<file path="config.mk">
export PLATFORM = sky130hd
export DESIGN_NAME = conv_operand_sequencer_flat
export DESIGN_NICKNAME = d
export VERILOG_FILES = /design/src/rtl/conv_operand_sequencer_pkg.sv /design/src/rtl/conv_operand_sequencer_if.sv /design/src/rtl/conv_window_counter.sv /design/src/rtl/conv_operand_sequencer.sv /design/src/flat_wrapper.sv
export SDC_FILE = /design/constraint.sdc
export NUM_CORES = 1
export LEC_CHECK = 0
export ABC_AREA = 1
export CORE_UTILIZATION = 65
export CTS_BUF_LIST = sky130_fd_sc_hd__clkbuf_2 sky130_fd_sc_hd__clkbuf_4 sky130_fd_sc_hd__clkbuf_8
export CTS_CLUSTER_SIZE = 28
export DETAILED_ROUTE_END_ITERATION = 7
export DONT_BUFFER_PORTS = 1
export GPL_ROUTABILITY_DRIVEN = 1
export PLACE_DENSITY = 0.91
export SETUP_SLACK_MARGIN = 0.2
export SLEW_MARGIN = 20
export SYNTH_ARGS = -nofsm -noshare
export SYNTH_HDL_FRONTEND = slang
export SYNTH_HIERARCHICAL = 1
export SYNTH_SLANG_ARGS = --single-unit
</file>
<file path="constraint.sdc">
create_clock -name clk -period 5 [get_ports clk]
set_input_delay 0.75 -clock clk [delete_from_list [all_inputs] [get_ports clk]]
set_output_delay 0.75 -clock clk [all_outputs]
set_load 0.005 [all_outputs]
</file>
<file path="src/rtl/conv_operand_sequencer_pkg.sv">
// Shared types for the convolution operand sequencer: run-state encoding and
// the helper that sizes index counters.
package conv_seq_pkg;

  typedef enum logic [1:0] {
    IDLE = 2'd0,
    RUN  = 2'd1,
    DONE = 2'd2
  } seq_state_t;

  // Width of an index counting 0..n-1; a 1-entry range still needs one bit.
  function automatic int idx_w(input int n);
    return (n <= 1) ? 1 : $clog2(n);
  endfunction

endpackage

</file>
<file path="src/rtl/conv_operand_sequencer_if.sv">
// Operand beat stream from the sequencer to the PE (valid/ready handshake).
interface conv_operand_sequencer_if #(
  parameter int DATA_W = 8
);
  logic              out_valid;
  logic              out_ready;
  logic [DATA_W-1:0] a_out;
  logic [DATA_W-1:0] b_out;
  logic              win_first;
  logic              win_last;

  modport master (
    output out_valid, a_out, b_out, win_first, win_last,
    input  out_ready
  );

  modport slave (
    input  out_valid, a_out, b_out, win_first, win_last,
    output out_ready
  );
endinterface

</file>
<file path="src/rtl/conv_window_counter.sv">
// Four nested wrap counters (orow > ocol > kr > kc) walking every window and tap.
// The index outputs give the position the counters hold after the coming edge.
module conv_window_counter
  import conv_seq_pkg::*;
#(
  parameter int K     = 3,
  parameter int OUT_N = 2,
  localparam int KW   = idx_w(K),
  localparam int OW   = idx_w(OUT_N)
) (
  input  logic          clk,
  input  logic          rst_n,
  input  logic          clear,
  input  logic          advance,
  output logic [OW-1:0] orow_idx,
  output logic [OW-1:0] ocol_idx,
  output logic [KW-1:0] kr_idx,
  output logic [KW-1:0] kc_idx,
  output logic          first,
  output logic          last_tap,
  output logic          last_beat
);

  localparam logic [KW-1:0] K_MAX = KW'(K - 1);
  localparam logic [OW-1:0] O_MAX = OW'(OUT_N - 1);

  logic [OW-1:0] orow_reg, ocol_reg, orow_next, ocol_next;
  logic [KW-1:0] kr_reg, kc_reg, kr_next, kc_next;
  logic          kc_wrap, kr_wrap, ocol_wrap, orow_wrap;

  assign kc_wrap   = (kc_reg == K_MAX);
  assign kr_wrap   = (kr_reg == K_MAX);
  assign ocol_wrap = (ocol_reg == O_MAX);
  assign orow_wrap = (orow_reg == O_MAX);

  always_comb begin
    orow_next = orow_reg;
    ocol_next = ocol_reg;
    kr_next   = kr_reg;
    kc_next   = kc_reg;
    if (clear) begin
      orow_next = '0;
      ocol_next = '0;
      kr_next   = '0;
      kc_next   = '0;
    end else if (advance) begin
      kc_next = kc_wrap ? '0 : kc_reg + 1'b1;
      if (kc_wrap) kr_next = kr_wrap ? '0 : kr_reg + 1'b1;
      if (kc_wrap && kr_wrap) ocol_next = ocol_wrap ? '0 : ocol_reg + 1'b1;
      if (kc_wrap && kr_wrap && ocol_wrap) orow_next = orow_wrap ? '0 : orow_reg + 1'b1;
    end
  end

  always_ff @(posedge clk or negedge rst_n) begin
    if (!rst_n) begin
      orow_reg <= '0;
      ocol_reg <= '0;
      kr_reg   <= '0;
      kc_reg   <= '0;
    end else begin
      orow_reg <= orow_next;
      ocol_reg <= ocol_next;
      kr_reg   <= kr_next;
      kc_reg   <= kc_next;
    end
  end

  assign orow_idx = orow_next;
  assign ocol_idx = ocol_next;
  assign kr_idx   = kr_next;
  assign kc_idx   = kc_next;
  assign first    = (kr_next == '0) && (kc_next == '0);
  assign last_tap = (kr_next == K_MAX) && (kc_next == K_MAX);
  // last_beat refers to the beat currently held, not the look-ahead position.
  assign last_beat = kc_wrap && kr_wrap && ocol_wrap && orow_wrap;

endmodule

</file>
<file path="src/rtl/conv_operand_sequencer.sv">
// Snapshots the input matrix and filter on start, then streams one
// (input, filter) operand pair per beat with stride and zero padding.
module conv_operand_sequencer
  import conv_seq_pkg::*;
#(
  parameter int DATA_W = 8,
  parameter int IN_N   = 4,
  parameter int K      = 3,
  parameter int STRIDE = 1,
  parameter int PAD    = 0,
  localparam int OUT_N = (IN_N + 2 * PAD - K) / STRIDE + 1,
  localparam int KW    = idx_w(K),
  localparam int OW    = idx_w(OUT_N),
  localparam int AIW   = idx_w(IN_N * IN_N),
  localparam int BIW   = idx_w(K * K)
) (
  input  logic                          clk,
  input  logic                          rst_n,
  input  logic                          start,
  input  logic [IN_N*IN_N*DATA_W-1:0]   a_flat,
  input  logic [K*K*DATA_W-1:0]         b_flat,
  conv_operand_sequencer_if.master      beat,
  output logic                          busy,
  output logic                          done
);

  seq_state_t state_reg, state_next;
  logic clear, advance, load, accept;

  logic [IN_N*IN_N*DATA_W-1:0] a_snap_reg, a_src;
  logic [K*K*DATA_W-1:0]       b_snap_reg, b_src;
  logic [DATA_W-1:0]           a_arr [IN_N*IN_N];
  logic [DATA_W-1:0]           b_arr [K*K];

  logic [OW-1:0] orow_idx, ocol_idx;
  logic [KW-1:0] kr_idx, kc_idx;
  logic          idx_first, idx_last_tap, last_beat;

  int              r_pos, c_pos;
  logic            in_bounds;
  logic [AIW-1:0]  a_idx;
  logic [BIW-1:0]  b_idx;
  logic [DATA_W-1:0] a_beat, b_beat;

  logic              out_valid_reg, win_first_reg, win_last_reg;
  logic [DATA_W-1:0] a_out_reg, b_out_reg;

  assign accept = out_valid_reg && beat.out_ready;

  conv_window_counter #(.K(K), .OUT_N(OUT_N)) u_counter (
    .clk       (clk),
    .rst_n     (rst_n),
    .clear     (clear),
    .advance   (advance),
    .orow_idx  (orow_idx),
    .ocol_idx  (ocol_idx),
    .kr_idx    (kr_idx),
    .kc_idx    (kc_idx),
    .first     (idx_first),
    .last_tap  (idx_last_tap),
    .last_beat (last_beat)
  );

  // Beat 0 is loaded on the same edge as the snapshot, so read the live inputs in IDLE.
  assign a_src = (state_reg == IDLE) ? a_flat : a_snap_reg;
  assign b_src = (state_reg == IDLE) ? b_flat : b_snap_reg;

  for (genvar gi = 0; gi < IN_N * IN_N; gi++) begin : g_a_unpack
    assign a_arr[gi] = a_src[gi*DATA_W +: DATA_W];
  end
  for (genvar gi = 0; gi < K * K; gi++) begin : g_b_unpack
    assign b_arr[gi] = b_src[gi*DATA_W +: DATA_W];
  end

  always_comb begin
    r_pos     = int'(orow_idx) * STRIDE + int'(kr_idx) - PAD;
    c_pos     = int'(ocol_idx) * STRIDE + int'(kc_idx) - PAD;
    in_bounds = (r_pos >= 0) && (r_pos < IN_N) && (c_pos >= 0) && (c_pos < IN_N);
    a_idx     = '0;
    a_beat    = '0;
    if (in_bounds) begin
      a_idx  = AIW'(r_pos * IN_N + c_pos);
      a_beat = a_arr[a_idx];
    end
    b_idx  = BIW'(int'(kr_idx) * K + int'(kc_idx));
    b_beat = b_arr[b_idx];
  end

  always_comb begin
    state_next = state_reg;
    clear      = 1'b0;
    advance    = 1'b0;
    load       = 1'b0;
    case (state_reg)
      IDLE: if (start) begin
        state_next = RUN;
        clear      = 1'b1;
        load       = 1'b1;
      end
      RUN: if (accept) begin
        advance = 1'b1;
        if (last_beat) state_next = DONE;
        else           load       = 1'b1;
      end
      DONE:    state_next = IDLE;
      default: state_next = IDLE;
    endcase
  end

  always_ff @(posedge clk or negedge rst_n) begin
    if (!rst_n) begin
      state_reg     <= IDLE;
      a_snap_reg    <= '0;
      b_snap_reg    <= '0;
      out_valid_reg <= 1'b0;
      a_out_reg     <= '0;
      b_out_reg     <= '0;
      win_first_reg <= 1'b0;
      win_last_reg  <= 1'b0;
    end else begin
      state_reg <= state_next;
      if (state_reg == IDLE && start) begin
        a_snap_reg <= a_flat;
        b_snap_reg <= b_flat;
      end
      if (load) begin
        out_valid_reg <= 1'b1;
        a_out_reg     <= a_beat;
        b_out_reg     <= b_beat;
        win_first_reg <= idx_first;
        win_last_reg  <= idx_last_tap;
      end else if (accept) begin
        out_valid_reg <= 1'b0;
        a_out_reg     <= '0;
        b_out_reg     <= '0;
        win_first_reg <= 1'b0;
        win_last_reg  <= 1'b0;
      end
    end
  end

  assign beat.out_valid = out_valid_reg;
  assign beat.a_out     = a_out_reg;
  assign beat.b_out     = b_out_reg;
  assign beat.win_first = win_first_reg;
  assign beat.win_last  = win_last_reg;
  assign busy           = (state_reg != IDLE);
  assign done           = (state_reg == DONE);

endmodule
</file>
<file path="src/flat_wrapper.sv">
// flat-port wrapper written by rule: the top's interface ports become plain ports
module conv_operand_sequencer_flat import conv_seq_pkg::*;
#(
  parameter int DATA_W = 8,
  parameter int IN_N   = 4,
  parameter int K      = 3,
  parameter int STRIDE = 1,
  parameter int PAD    = 0,
  localparam int OUT_N = (IN_N + 2 * PAD - K) / STRIDE + 1,
  localparam int KW    = idx_w(K),
  localparam int OW    = idx_w(OUT_N),
  localparam int AIW   = idx_w(IN_N * IN_N),
  localparam int BIW   = idx_w(K * K)
)
  (clk, rst_n, start, a_flat, b_flat, busy, done, beat_out_valid, beat_a_out, beat_b_out, beat_win_first, beat_win_last, beat_out_ready);
  conv_operand_sequencer_if #(.DATA_W(DATA_W)) beat_i ();
  input  logic clk;
  input  logic rst_n;
  input  logic start;
  input  logic [IN_N*IN_N*DATA_W-1:0] a_flat;
  input  logic [K*K*DATA_W-1:0] b_flat;
  output logic busy;
  output logic done;
  output wire logic [$bits(beat_i.out_valid)-1:0] beat_out_valid;
  output wire logic [$bits(beat_i.a_out)-1:0] beat_a_out;
  output wire logic [$bits(beat_i.b_out)-1:0] beat_b_out;
  output wire logic [$bits(beat_i.win_first)-1:0] beat_win_first;
  output wire logic [$bits(beat_i.win_last)-1:0] beat_win_last;
  input wire logic [$bits(beat_i.out_ready)-1:0] beat_out_ready;
  assign beat_out_valid = beat_i.out_valid;
  assign beat_a_out = beat_i.a_out;
  assign beat_b_out = beat_i.b_out;
  assign beat_win_first = beat_i.win_first;
  assign beat_win_last = beat_i.win_last;
  assign beat_i.out_ready = beat_out_ready;
  conv_operand_sequencer #(.DATA_W(DATA_W), .IN_N(IN_N), .K(K), .STRIDE(STRIDE), .PAD(PAD)) u_core (.clk(clk), .rst_n(rst_n), .start(start), .a_flat(a_flat), .b_flat(b_flat), .beat(beat_i), .busy(busy), .done(done));
endmodule
</file>
==> impl_metrics.ini <==
[timing]
finalHoldViolations = 106
setup_tns_ns = 0
fin_skew_ns = 0.0207
finalSetupViolCount = 0
period_minus_slack_ns = 4.15
slew_violations = 0
relSlewSlack_pct = 16.9
fmax_mhz = 241
tightest_slew_ns = 1.25
final.period_utilization_pct = 83.0
whs_ns = -0.0777
timing.final.ws_setup_ns = 0.851
rsz0062_at_grt = no

[yosys]
syn_inst = 1876
yosysWarningCount = 6
syn-num-nets = 2091
syn_area_per_cell_um2 = 6.82
mappedNetlistArea_um2 = 12800
ys_seq_area_share_pct = 44.4
ys_types = 23
ys_seq_elements = 227

[global_routing]
grt_pass1_wl_mm = 57.8
antenna_found_initial = 0
grt.overflow.total = 0
grtUsageTotal_pct = 36.3
grt_pass1_vias = 11300
grt_max_degree = 229

[floorplan]
die_x_um = 142
initial_utilization_pct = 67.3
rows = 50
ios = 225
die_area_um2 = 20200
die_height_um = 142
coreArea_um2 = 19000

[clock_network]
clock_sinks = 227
cts_setup_buffers = 0
clockBufferDepth = 3
clk_pin_slew_ns = 0.06
ctsResizeCount = 0
cts-root-buf = clkbuf_8
clkLatencyLatePin_ns = 0.54
cts_max_level = 2
cts_tree = built
cts_made_buffers = 39

[route]
wl_per_cell_um = 17.4
vias = 12200
postRouteAntennaNets = 0
drc = 0
initialDrtViolationCount = 1679
dr.pass1.iters = 6
viasPerCell = 5.84
wirelength_mm = 36.4

[place]
place_hpwl_mm = 23.0
gp_congestion = 0.939
portBuffers = 0
placed_area_um2 = 12500
dp_slack_ns = 0.777

[pwr]
vdd_drop_max_v = 0.000585
power_uw = 12000
power.density_nw_per_um2 = 898
p_leak_uw = 0.00694

[run_status]
violations = negative hold slack
status = finished, violations left

[finish]
fin_util_pct = 70.2
area_growth_pct = 4.40
n_antenna_cell = 0
final_area_um2 = 13400
final_nets = 2016
fill_cells = 1605
largest_reg_flops = 128
drive_gt1_share_pct = 4.87

[min_path]
hold_class = in -> async

[worst_setup_path]
critPathMaxFanout = 10
end_kind = register
startpoint_type = register
worstSetupPathType = reg -> reg
critPathRequiredTime_ns = 5.46
ff2ff_setup_slack_ns = 0.85
worstPathArrival_ns = 4.61

[job]
drv_cap = 0
## layer usage
| metal | vias up | global-route usage (%) | routed length, µm |
|---|---|---|---|
| met5 | - | 0 | 0 |
| met4 | 0 | 17.3 | 1650 |
| met3 | 122 | 11.7 | 4630 |
| met2 | 661 | 55.3 | 16400 |
| met1 | 5628 | 46.9 | 13700 |
| li1 | 5772 | - | - |
## cell usage after synthesis, drive strengths merged
cell,n,area [µm²]
nor3,3,26.3
clkbuf,38,143
fa,2,40.0
ha,9,113
buf,87,547
nand2,1007,3790
xnor2,1,8.76
nand3,330,1650
nor2,23,104
dfrtp,227,5680
a31oi,1,21.3
a21oi,29,145
inv,57,214
o21ai,62,310
## kinds of logic after synthesis
| group | synth area share (%) |
|---|---|
| compound gates | 3.73 |
| xor+xnor | 0.0685 |
| fa+ha+maj | 1.19 |
| buf+inv | 7.06 |
| flops | 44.4 |
| simple gates | 43.5 |
## per-stage QoR
| step | std cells | hold slack (ns) |
|---|---|---|
| 2_1_floorplan | 1876 | 0.449 |
| 3_3_place_gp | 2020 | 0.461 |
| 3_5_place_dp | 2020 | 0.461 |
| 4_1_cts | 2087 | -0.102 |
| 5_1_grt | 2087 | -0.0951 |
| 6_report | 2087 | -0.0777 |
## cell type report
| type | count | area (µm²) | share of cell area (%) |
|---|---|---|---|
| multi-input combinational | 1467 | 6230 | 46.6 |
| sequential | 227 | 5680 | 42.5 |
| clock buffer | 64 | 806 | 6.03 |
| tap | 260 | 325 | 2.44 |
| inverter | 57 | 219 | 1.64 |
| timing repair buffer | 9 | 80.1 | 0.600 |
| clock inverter | 3 | 17.5 | 0.131 |
## worst paths after layout
kind / startpoint / end / cells past startpoint
max in group asynchronous: rst_n / u_core/b_snap_reg[2]$_DFFE_PN0P_ / 0
worst max-delay path: u_core/state_reg[0]$_DFFE_PN0P_ / u_core/beat.b_out[0]$_DFFE_PN0P_ / 20
min in group clk: a_flat[93] / u_core/a_snap_reg[93]$_DFFE_PN0P_ / 2
worst max register to register: u_core/state_reg[0]$_DFFE_PN0P_ / u_core/beat.b_out[0]$_DFFE_PN0P_ / 20
worst min-delay path: rst_n / u_core/b_snap_reg[63]$_DFFE_PN0P_ / 0
worst min register to register: u_core/b_snap_reg[8]$_DFFE_PN0P_ / u_core/b_snap_reg[8]$_DFFE_PN0P_ / 2
## power by group
group          switching [µW]  internal, µW  leakage, µW  total (µW)
Clock                     763          1010     0.000437        1780
Combinational            4730          2320      0.00367        7060
Sequential                468          2690      0.00283        3160
## critical path: stages, from the launching register on
cell and delay, ns:
dfrtp_1 0.41, inv_1 0.14, nor2_1 0.13, inv_1 0.09, nor2_4 0.20, nand3_1 0.15
nand2_1 0.09, nand3_1 0.13, inv_1 0.15, inv_1 0.08, fa_1 0.51, inv_1 0.08
ha_1 0.14, inv_1 0.05, fa_1 0.74, nand3_1 0.12, nor2_1 0.46, a21oi_1 0.14
nor2_1 0.14, nand2_1 0.07, nand2_1 0.05
## cells in the final DEF (no fill, tap or decap), drive strengths merged
| cell | count |
|---|---|
| nand2 | 1007 |
| nand3 | 330 |
| dfrtp | 227 |
| clkbuf | 64 |
| o21ai | 62 |
| inv | 56 |
| a21oi | 29 |
| nor2 | 23 |
| ha | 9 |
| buf | 9 |
| clkinv | 3 |
| nor3 | 3 |
| fa | 2 |
| clkinvlp | 1 |
| xnor2 | 1 |
| a31oi | 1 |
Note: power is estimated with default switching activity, not from simulation.
